<file path="src/rtl/ctrlport_reg_responder.sv">
// -----------------------------------------------------------------------------
// ctrlport_reg_responder
//
// Terminal CTRL Port responder. Executes CTRL Port reads and writes against a
// local bank of NUM_REGS 32-bit registers. Every accepted request gets exactly
// one response. Timed requests can be held until the local time reaches the
// request timestamp.
//
// Handshake: CTRL Port has no ready signal. A request is a one-cycle strobe on
// s_ctrlport_req_wr / s_ctrlport_req_rd, and the remaining req_* fields are
// valid in that same cycle. A strobe is accepted only while the responder is
// idle. A strobe that arrives while a request is pending or being answered is
// dropped, and the sticky req_dropped flag is set. The response is the
// one-cycle strobe s_ctrlport_resp_ack. status/data are qualified by ack and
// read as zero at every other time.
//
// Optional feature macro: CTRLPORT_REG_RESPONDER_TIMED_EN
//   defined     : timed requests wait in WAIT_TIME until time_now >= req_time.
//                 A timestamp that is already in the past returns TSERR.
//   not defined : WAIT_TIME does not exist and time_now is ignored. Any request
//                 with has_time=1 returns CMDERR without executing.
//
// Parameters:
//   NUM_REGS  : number of 32-bit registers (1..64)
//   BASE_ADDR : byte address of register 0 (4-byte aligned)
//   RESET_VAL : reset value of every register
//
// Ports:
//   ctrlport_clk, ctrlport_rst    : clock, asynchronous active-high reset
//   s_ctrlport_req_*              : CTRL Port request (wr/rd strobes, addr,
//                                   data, byte_en, has_time, time)
//   s_ctrlport_resp_ack/status/data : registered response
//   time_now                      : local time, ctrlport_clk domain
//   regs                          : flattened register contents, reg i at [32*i+:32]
//   reg_wr_stb                    : one-cycle pulse per register on update
//   req_dropped                   : sticky, a request arrived while busy
//   o_dbg_state                   : current FSM state encoding (debug)
// -----------------------------------------------------------------------------
`default_nettype none

module ctrlport_reg_responder #(
    parameter int          NUM_REGS  = 8,
    parameter int          BASE_ADDR = 0,
    parameter logic [31:0] RESET_VAL = 32'h0
) (
    input  logic                   ctrlport_clk,
    input  logic                   ctrlport_rst,
    input  logic                   s_ctrlport_req_wr,
    input  logic                   s_ctrlport_req_rd,
    input  logic [19:0]            s_ctrlport_req_addr,
    input  logic [31:0]            s_ctrlport_req_data,
    input  logic [3:0]             s_ctrlport_req_byte_en,
    input  logic                   s_ctrlport_req_has_time,
    input  logic [63:0]            s_ctrlport_req_time,
    output logic                   s_ctrlport_resp_ack,
    output logic [1:0]             s_ctrlport_resp_status,
    output logic [31:0]            s_ctrlport_resp_data,
    input  logic [63:0]            time_now,
    output logic [32*NUM_REGS-1:0] regs,
    output logic [NUM_REGS-1:0]    reg_wr_stb,
    output logic                   req_dropped,
    output logic [1:0]             o_dbg_state
);

    localparam int          IDX_W   = (NUM_REGS > 1) ? $clog2(NUM_REGS) : 1;
    localparam logic [31:0] LP_BASE = 32'(BASE_ADDR);
    localparam logic [31:0] LP_SPAN = 32'(4 * NUM_REGS);

    localparam logic [1:0] ST_OKAY   = 2'd0;
    localparam logic [1:0] ST_CMDERR = 2'd1;
    localparam logic [1:0] ST_TSERR  = 2'd2;

`ifdef CTRLPORT_REG_RESPONDER_TIMED_EN
    typedef enum logic [1:0] {
        S_IDLE      = 2'd0,
        S_WAIT_TIME = 2'd1,
        S_RESP      = 2'd2
    } state_t;
`else
    typedef enum logic [1:0] {
        S_IDLE = 2'd0,
        S_RESP = 2'd2
    } state_t;
`endif

    state_t r_state;
    state_t w_state_nxt;

    // Register bank and registered outputs
    logic [31:0]         r_regs [NUM_REGS];
    logic                r_resp_ack;
    logic [1:0]          r_resp_status;
    logic [31:0]         r_resp_data;
    logic [NUM_REGS-1:0] r_reg_wr_stb;
    logic                r_req_dropped;

    // Request decode
    logic              w_req;
    logic              w_both;
    logic [31:0]       w_addr_ext;
    logic [32:0]       w_diff;
    logic              w_addr_ok;
    logic [IDX_W-1:0]  w_req_idx;

    // FSM decisions
    logic              w_resp;
    logic [1:0]        w_resp_status;
    logic              w_exec;
    logic              w_capture;
    logic              w_drop;

    // Operands of the command being executed this cycle
    logic              w_ex_wr;
    logic [IDX_W-1:0]  w_ex_idx;
    logic [31:0]       w_ex_data;
    logic [3:0]        w_ex_be;

    assign w_req  = s_ctrlport_req_wr | s_ctrlport_req_rd;
    assign w_both = s_ctrlport_req_wr & s_ctrlport_req_rd;

    // Range check through a 33-bit subtraction: bit 32 set means the address
    // is below BASE_ADDR. This avoids a compare that degenerates to a constant
    // when BASE_ADDR is 0.
    assign w_addr_ext = {12'd0, s_ctrlport_req_addr};
    assign w_diff     = {1'b0, w_addr_ext} - {1'b0, LP_BASE};
    assign w_addr_ok  = (s_ctrlport_req_addr[1:0] == 2'b00) &&
                        !w_diff[32] &&
                        (w_diff[31:0] < LP_SPAN);
    assign w_req_idx  = IDX_W'(w_diff[31:0] >> 2);

`ifdef CTRLPORT_REG_RESPONDER_TIMED_EN
    // Timed request held while waiting for its timestamp. Only successfully
    // decoded requests are captured, so no error state is stored here.
    logic              r_cap_wr;
    logic [IDX_W-1:0]  r_cap_idx;
    logic [31:0]       r_cap_data;
    logic [3:0]        r_cap_be;
    logic [63:0]       r_cap_time;

    // Untimed commands execute straight from the request bus. Timed ones
    // execute from the captured copy.
    assign w_ex_wr   = (r_state == S_WAIT_TIME) ? r_cap_wr   : s_ctrlport_req_wr;
    assign w_ex_idx  = (r_state == S_WAIT_TIME) ? r_cap_idx  : w_req_idx;
    assign w_ex_data = (r_state == S_WAIT_TIME) ? r_cap_data : s_ctrlport_req_data;
    assign w_ex_be   = (r_state == S_WAIT_TIME) ? r_cap_be   : s_ctrlport_req_byte_en;

    always_ff @(posedge ctrlport_clk or posedge ctrlport_rst) begin
        if (ctrlport_rst) begin
            r_cap_wr   <= 1'b0;
            r_cap_idx  <= '0;
            r_cap_data <= '0;
            r_cap_be   <= '0;
            r_cap_time <= '0;
        end else if (w_capture) begin
            r_cap_wr   <= s_ctrlport_req_wr;
            r_cap_idx  <= w_req_idx;
            r_cap_data <= s_ctrlport_req_data;
            r_cap_be   <= s_ctrlport_req_byte_en;
            r_cap_time <= s_ctrlport_req_time;
        end
    end
`else
    assign w_ex_wr   = s_ctrlport_req_wr;
    assign w_ex_idx  = w_req_idx;
    assign w_ex_data = s_ctrlport_req_data;
    assign w_ex_be   = s_ctrlport_req_byte_en;

    // Time inputs have no function in the untimed build.
    logic w_unused_time;
    assign w_unused_time = ^{time_now, s_ctrlport_req_time};
`endif

    // -------------------------------------------------------------------------
    // FSM state register
    // -------------------------------------------------------------------------
    always_ff @(posedge ctrlport_clk or posedge ctrlport_rst) begin
        if (ctrlport_rst) begin
            r_state <= S_IDLE;
        end else begin
            r_state <= w_state_nxt;
        end
    end

    // -------------------------------------------------------------------------
    // FSM next state and per-cycle decisions.
    // w_resp issues the response that becomes visible next cycle (the cycle
    // spent in S_RESP). w_exec marks that the command itself runs on the same
    // edge, so the register update and the ack appear together.
    // -------------------------------------------------------------------------
    always_comb begin
        w_state_nxt   = r_state;
        w_resp        = 1'b0;
        w_resp_status = ST_OKAY;
        w_exec        = 1'b0;
        w_capture     = 1'b0;
        w_drop        = 1'b0;
        case (r_state)
            S_IDLE: begin
                if (w_req) begin
                    w_state_nxt = S_RESP;
                    w_resp      = 1'b1;
                    if (w_both || !w_addr_ok) begin
                        w_resp_status = ST_CMDERR;
                    end else if (s_ctrlport_req_has_time) begin
`ifdef CTRLPORT_REG_RESPONDER_TIMED_EN
                        if (s_ctrlport_req_time < time_now) begin
                            w_resp_status = ST_TSERR;
                        end else begin
                            // Even a timestamp equal to the current time goes
                            // through WAIT_TIME. The check there succeeds on
                            // the next cycle.
                            w_resp      = 1'b0;
                            w_capture   = 1'b1;
                            w_state_nxt = S_WAIT_TIME;
                        end
`else
                        w_resp_status = ST_CMDERR;
`endif
                    end else begin
                        w_exec = 1'b1;
                    end
                end
            end
`ifdef CTRLPORT_REG_RESPONDER_TIMED_EN
            S_WAIT_TIME: begin
                w_drop = w_req;
                if (time_now >= r_cap_time) begin
                    w_state_nxt = S_RESP;
                    w_resp      = 1'b1;
                    w_exec      = 1'b1;
                end
            end
`endif
            S_RESP: begin
                // The ack cycle still counts as busy.
                w_drop      = w_req;
                w_state_nxt = S_IDLE;
            end
            default: begin
                w_state_nxt = S_IDLE;
            end
        endcase
    end

    // -------------------------------------------------------------------------
    // Register bank, response and status registers
    // -------------------------------------------------------------------------
    always_ff @(posedge ctrlport_clk or posedge ctrlport_rst) begin
        if (ctrlport_rst) begin
            for (int i = 0; i < NUM_REGS; i++) begin
                r_regs[i] <= RESET_VAL;
            end
            r_resp_ack    <= 1'b0;
            r_resp_status <= ST_OKAY;
            r_resp_data   <= '0;
            r_reg_wr_stb  <= '0;
            r_req_dropped <= 1'b0;
        end else begin
            r_resp_ack    <= w_resp;
            r_resp_status <= w_resp_status;
            r_reg_wr_stb  <= '0;
            r_resp_data   <= '0;

            if (w_exec) begin
                if (w_ex_wr) begin
                    // The strobe fires even with all byte enables low.
                    r_reg_wr_stb[w_ex_idx] <= 1'b1;
                    for (int k = 0; k < 4; k++) begin
                        if (w_ex_be[k]) begin
                            r_regs[w_ex_idx][8*k +: 8] <= w_ex_data[8*k +: 8];
                        end
                    end
                end else begin
                    r_resp_data <= r_regs[w_ex_idx];
                end
            end

            if (w_drop) begin
                r_req_dropped <= 1'b1;
            end
        end
    end

    // -------------------------------------------------------------------------
    // Outputs
    // -------------------------------------------------------------------------
    genvar g;
    generate
        for (g = 0; g < NUM_REGS; g++) begin : g_flat
            assign regs[32*g +: 32] = r_regs[g];
        end
    endgenerate

    assign s_ctrlport_resp_ack    = r_resp_ack;
    assign s_ctrlport_resp_status = r_resp_status;
    assign s_ctrlport_resp_data   = r_resp_data;
    assign reg_wr_stb             = r_reg_wr_stb;
    assign req_dropped            = r_req_dropped;
    assign o_dbg_state            = r_state;

endmodule

`default_nettype wire

</file>
<file path="config.mk">
export PLATFORM = sky130hd
export DESIGN_NAME = ctrlport_reg_responder
export DESIGN_NICKNAME = d
export VERILOG_FILES = /design/src/rtl/ctrlport_reg_responder.sv
export SDC_FILE = /design/constraint.sdc
export NUM_CORES = 1
export LEC_CHECK = 0
export ABC_AREA = 1
export CELL_PAD_IN_SITES_DETAIL_PLACEMENT = 0
export CELL_PAD_IN_SITES_GLOBAL_PLACEMENT = 2
export CORE_MARGIN = 3
export CORE_UTILIZATION = 29
export CTS_CLUSTER_SIZE = 40
export DETAILED_ROUTE_END_ITERATION = 16
export HOLD_SLACK_MARGIN = 0.02
export MAX_ROUTING_LAYER = met4
export PLACE_DENSITY = 0.94
export SETUP_SLACK_MARGIN = 0.4
export SYNTH_ARGS = -nofsm -noshare
export SYNTH_HDL_FRONTEND = slang
export SYNTH_SLANG_ARGS = --single-unit
</file>
<file path="constraint.sdc">
create_clock -name ctrlport_clk -period 21.3 [get_ports ctrlport_clk]
set_clock_uncertainty 0.05 [all_clocks]
set_input_delay 3.195 -clock ctrlport_clk [delete_from_list [all_inputs] [get_ports ctrlport_clk]]
set_output_delay 3.195 -clock ctrlport_clk [all_outputs]
set_load 0.02 [all_outputs]
</file>
==> results_tabular.tex <==
\begin{tabular}{lr}
\hline
Metric & Value \\
\hline
\multicolumn{2}{l}{\textbf{Critical path}} \\
Data arrival time at the worst-slack endpoint & 6.30 ns \\
Kind of start point of the critical path & primary input \\
Critical register-to-register path startpoint & o\_dbg\_state[1] \\
CP Launch Point & s\_ctrlport\_req\_addr[11] \\
CP endpoint kind & flip-flop \\
Critical path required time & 21.67 ns \\
Critical setup path kind & in -> reg \\
FF-to-FF setup slack & 18.35 ns \\
Maximum fanout along the worst path & 33 \\
\multicolumn{2}{l}{\textbf{Clocking}} \\
Number of buffers added to fix hold violations after cts & 0 \\
H-tree levels & 2 \\
Clock latency of the later-clocked register in the worst-skew pair & 0.54 ns \\
Clock Tree Buf Depth & 3 \\
Clock root buffer master & clkbuf\_16 \\
TritonCTS clock tree & built \\
Worst-path clk slew & 0.06 ns \\
Inserted Clock Buffers & 37 \\
Count of buffers added by post-CTS timing repair for setup & 0 \\
CTS resizes & 0 \\
Clk sinks & 300 \\
\multicolumn{2}{l}{\textbf{Floorplanning}} \\
Width of the die & 231 µm \\
Site Rows & 81 \\
Die Ht & 231 µm \\
Floorplan Core Area & 49,500 µm² \\
Starting Density & 29.6\% \\
Top Ports & 491 \\
Total die area & 53,300 µm² \\
\multicolumn{2}{l}{\textbf{GRT}} \\
Met2 track demand over resource in global routing & 34.1\% \\
GR Overflow Total & 0 \\
Total routing resource utilization after global routing & 21.5\% \\
Global-route wire length before repair & 85,900 µm \\
Met3 Usage GRT & 3.33\% \\
Global routing met1 resource utilization & 28.8\% \\
Antenna violations before repair & 1 \\
Vias in the first global route & 13,237 \\
Busiest layer in global routing & met2 \\
Maximum number of pins on one net before global-route repair & 105 \\
\multicolumn{2}{l}{\textbf{Worst hold path}} \\
Launch point of the worst hold path & req\_dropped \\
Classification of the worst-slack hold path & reg -> reg \\
\multicolumn{2}{l}{\textbf{Synthesis}} \\
Number of synthesized flops with an enable pin & 0 \\
Number of cells produced by synthesis & 1,658 \\
Register bit total from synthesis & 300 \\
Ys flop type & dfrtp\_1 \\
Average size of a mapped cell & 8.84 µm² \\
Netlist area before placement & 14,700 µm² \\
Count of distinct cell types in the synthesized netlist & 36 \\
Share of synthesized area occupied by flip-flops and latches & 51.2\% \\
Yosys warning total & 0 \\
Share of synthesized flip-flops with an asynchronous set or reset & 100\% \\
\multicolumn{2}{l}{\textbf{Timing}} \\
RSZ-0062 raised after global routing & false \\
Shortest clock period the worst path allows after layout & 5.93 ns \\
Final Cycle Share & 27.9\% \\
Max-slew headroom at the worst pin & 22.7\% \\
Actual transition at the worst max-transition pin & 1.16 ns \\
Final number of max-transition violations & 0 \\
Minimum hold slack & 0.426 ns \\
Final-report setup violation count & 0 \\
Setup total negative slack & 0 ns \\
Max Clock Freq & 169 MHz \\
Final hold vios & 0 \\
\multicolumn{2}{l}{\textbf{Power and ir drop}} \\
Worst IR Drop VDD & 43.9 µV \\
Sw Share & 24.3\% \\
Proportion of power drawn by the clock network & 48.4\% \\
Switching power total & 0.000303 W \\
Total power divided by cell area & 64.2 nW/µm² \\
Sequential share of power & 45.9\% \\
Internal power contribution & 0.000943 W \\
Logic pwr share & 5.7\% \\
P\_leak & 9.29 nW \\
\multicolumn{2}{l}{\textbf{Cells and area}} \\
Layout cells sized above 1 & 6.64\% \\
Filler cell count & 5,004 \\
Number of nets in the final layout & 2,109 \\
Storage element area & 7510 µm² \\
Area growth from synthesis to layout & 32.4\% \\
Non-filler cells in the finished layout & 2,607 \\
Total area of multi-input combinational cells & 6050 µm² \\
\multicolumn{2}{l}{\textbf{Detailed routing}} \\
Post-route ant nets & 0 \\
Final routed wire length divided by cell count & 21.8 µm \\
Post-route DRC violation count & 0 \\
Initial drt markers & 1,312 \\
Routed Wire Length & 56,900 µm \\
Pre-Repair DR Iteration Count & 6 \\
Via count & 13,519 \\
Via count normalized by instance count & 5.19 \\
\multicolumn{2}{l}{\textbf{Place}} \\
Placed cells & 2,545 \\
Buffers added on ports & 360 \\
Final GP Congestion & 0.800 \\
Detailed-placement wirelength estimate & 34,900 µm \\
\multicolumn{2}{l}{\textbf{Flow run}} \\
Maximum Capacitance Violations & 0 \\
\multicolumn{2}{l}{\textbf{Outcome}} \\
Result of the run & finished clean \\
\hline
\end{tabular}
==> power by group through the flow <==
| stage | clock [W] | sequential, W | combinational (W) |
|---|---|---|---|
| floorplan | 0 | 0.000583 | 0.0000432 |
| global placement | 0 | 0.000581 | 0.0000714 |
| detailed placement | 0 | 0.000582 | 0.0000719 |
| CTS | 0.000618 | 0.000571 | 0.0000720 |
| global route | 0.000639 | 0.000571 | 0.0000774 |
| finish | 0.000603 | 0.000571 | 0.0000713 |
==> area by class of cell <==
class	count	share of cell area, %
clock buffer	54	5.31
timing repair buffer	381	19.3
multi-input combinational	1168	31.2
antenna	1	0.0129
sequential	300	38.7
clock inverter	7	0.484
inverter	32	0.710
tap	664	4.28
==> stage by stage <==
step / cell area [µm²] / power (W) / utilization (%) / setup slack, ns
after detailed placement: 18300 / 0.000653 / 36.9 / 14.72
after CTS: 19400 / 0.00126 / 39.2 / 15.29
after global placement: 18300 / 0.000653 / 36.9 / 14.76
after global routing: 19400 / 0.00129 / 39.2 / 15.17
final: 19400 / 0.00125 / 39.2 / 15.37
after floorplan: 14700 / 0.000626 / - / 9.77
==> placed cells by master, fill, tap and decap left out, drive strengths merged, types with 22 or more instances in the layout <==
cell             n
a22oi           29
buf             26
clkbuf          54
clkdlybuf4s50  355
dfrtp          300
inv             27
nand2          714
nand3           22
nand4          304
nor2            34
==> critical path, stage by stage <==
cell and delay [ns]:
clkdlybuf4s50_1 0.45, nor2_1 0.10, nand2_1 0.09, nor2_1 0.23, nand3_4 0.14, nor2_8 0.09
buf_4 0.66, nand2_2 0.86, a31oi_1 0.46
==> synthesized netlist by cell type, types with 2 or more instances <==
library cell,n,area (µm²)
a21oi_1,17,85.1
a22oi_1,29,218
a31oi_1,10,62.6
buf_1,5,18.8
buf_12,3,60.1
buf_2,47,235
buf_4,12,90.1
buf_6,26,293
clkbuf_1,40,150
clkbuf_2,26,130
dfrtp_1,300,7510
inv_1,27,101
inv_2,4,15.0
nand2_1,713,2680
nand3_1,18,90.1
nand3_2,3,30.0
nand4_1,271,1700
nand4_2,3,37.5
nand4_4,30,638
nor2_1,30,113
nor2_4,3,33.8
nor3_1,3,15.0
o2111ai_1,8,70.1
o21ba_1,15,150
o21ba_2,2,20.0
o2bb2ai_1,3,26.3
==> registers in the layout, summed over array words and instances, names as in the netlist <==
signal	flops
o_dbg_state	1
reg_wr_stb	8
regs	256
req_dropped	1
s_ctrlport_resp_ack	1
s_ctrlport_resp_data	32
s_ctrlport_resp_status	1
==> layer usage <==
layer / up-vias / wire (µm) / part of all wire [%]
met5: - / 0 / 0
met4: 0 / 1220 / 2.1
met3: 86 / 3550 / 6.2
met2: 534 / 27100 / 48
met1: 6719 / 25000 / 44
li1: 6180 / - / -
==> worst paths after layout <==
kind / to / cells past startpoint
worst max register to register: s_ctrlport_resp_data[28] / 6
worst min register to register: req_dropped / 1
worst min-delay path: req_dropped / 1
max in group asynchronous: regs[150] / 4
worst max-delay path: s_ctrlport_resp_data[28] / 9
min in group asynchronous: regs[96] / 2
==> logic make-up after synthesis <==
logic type	after synthesis	synth area share, %
and+or+nand+nor	1079	36.8
DFF	300	51.2
buffers and inverters	191	7.51
AOI/OAI and AO/OA	87	4.45
other	1	0.0256
Power figures use the tool's default switching activity.
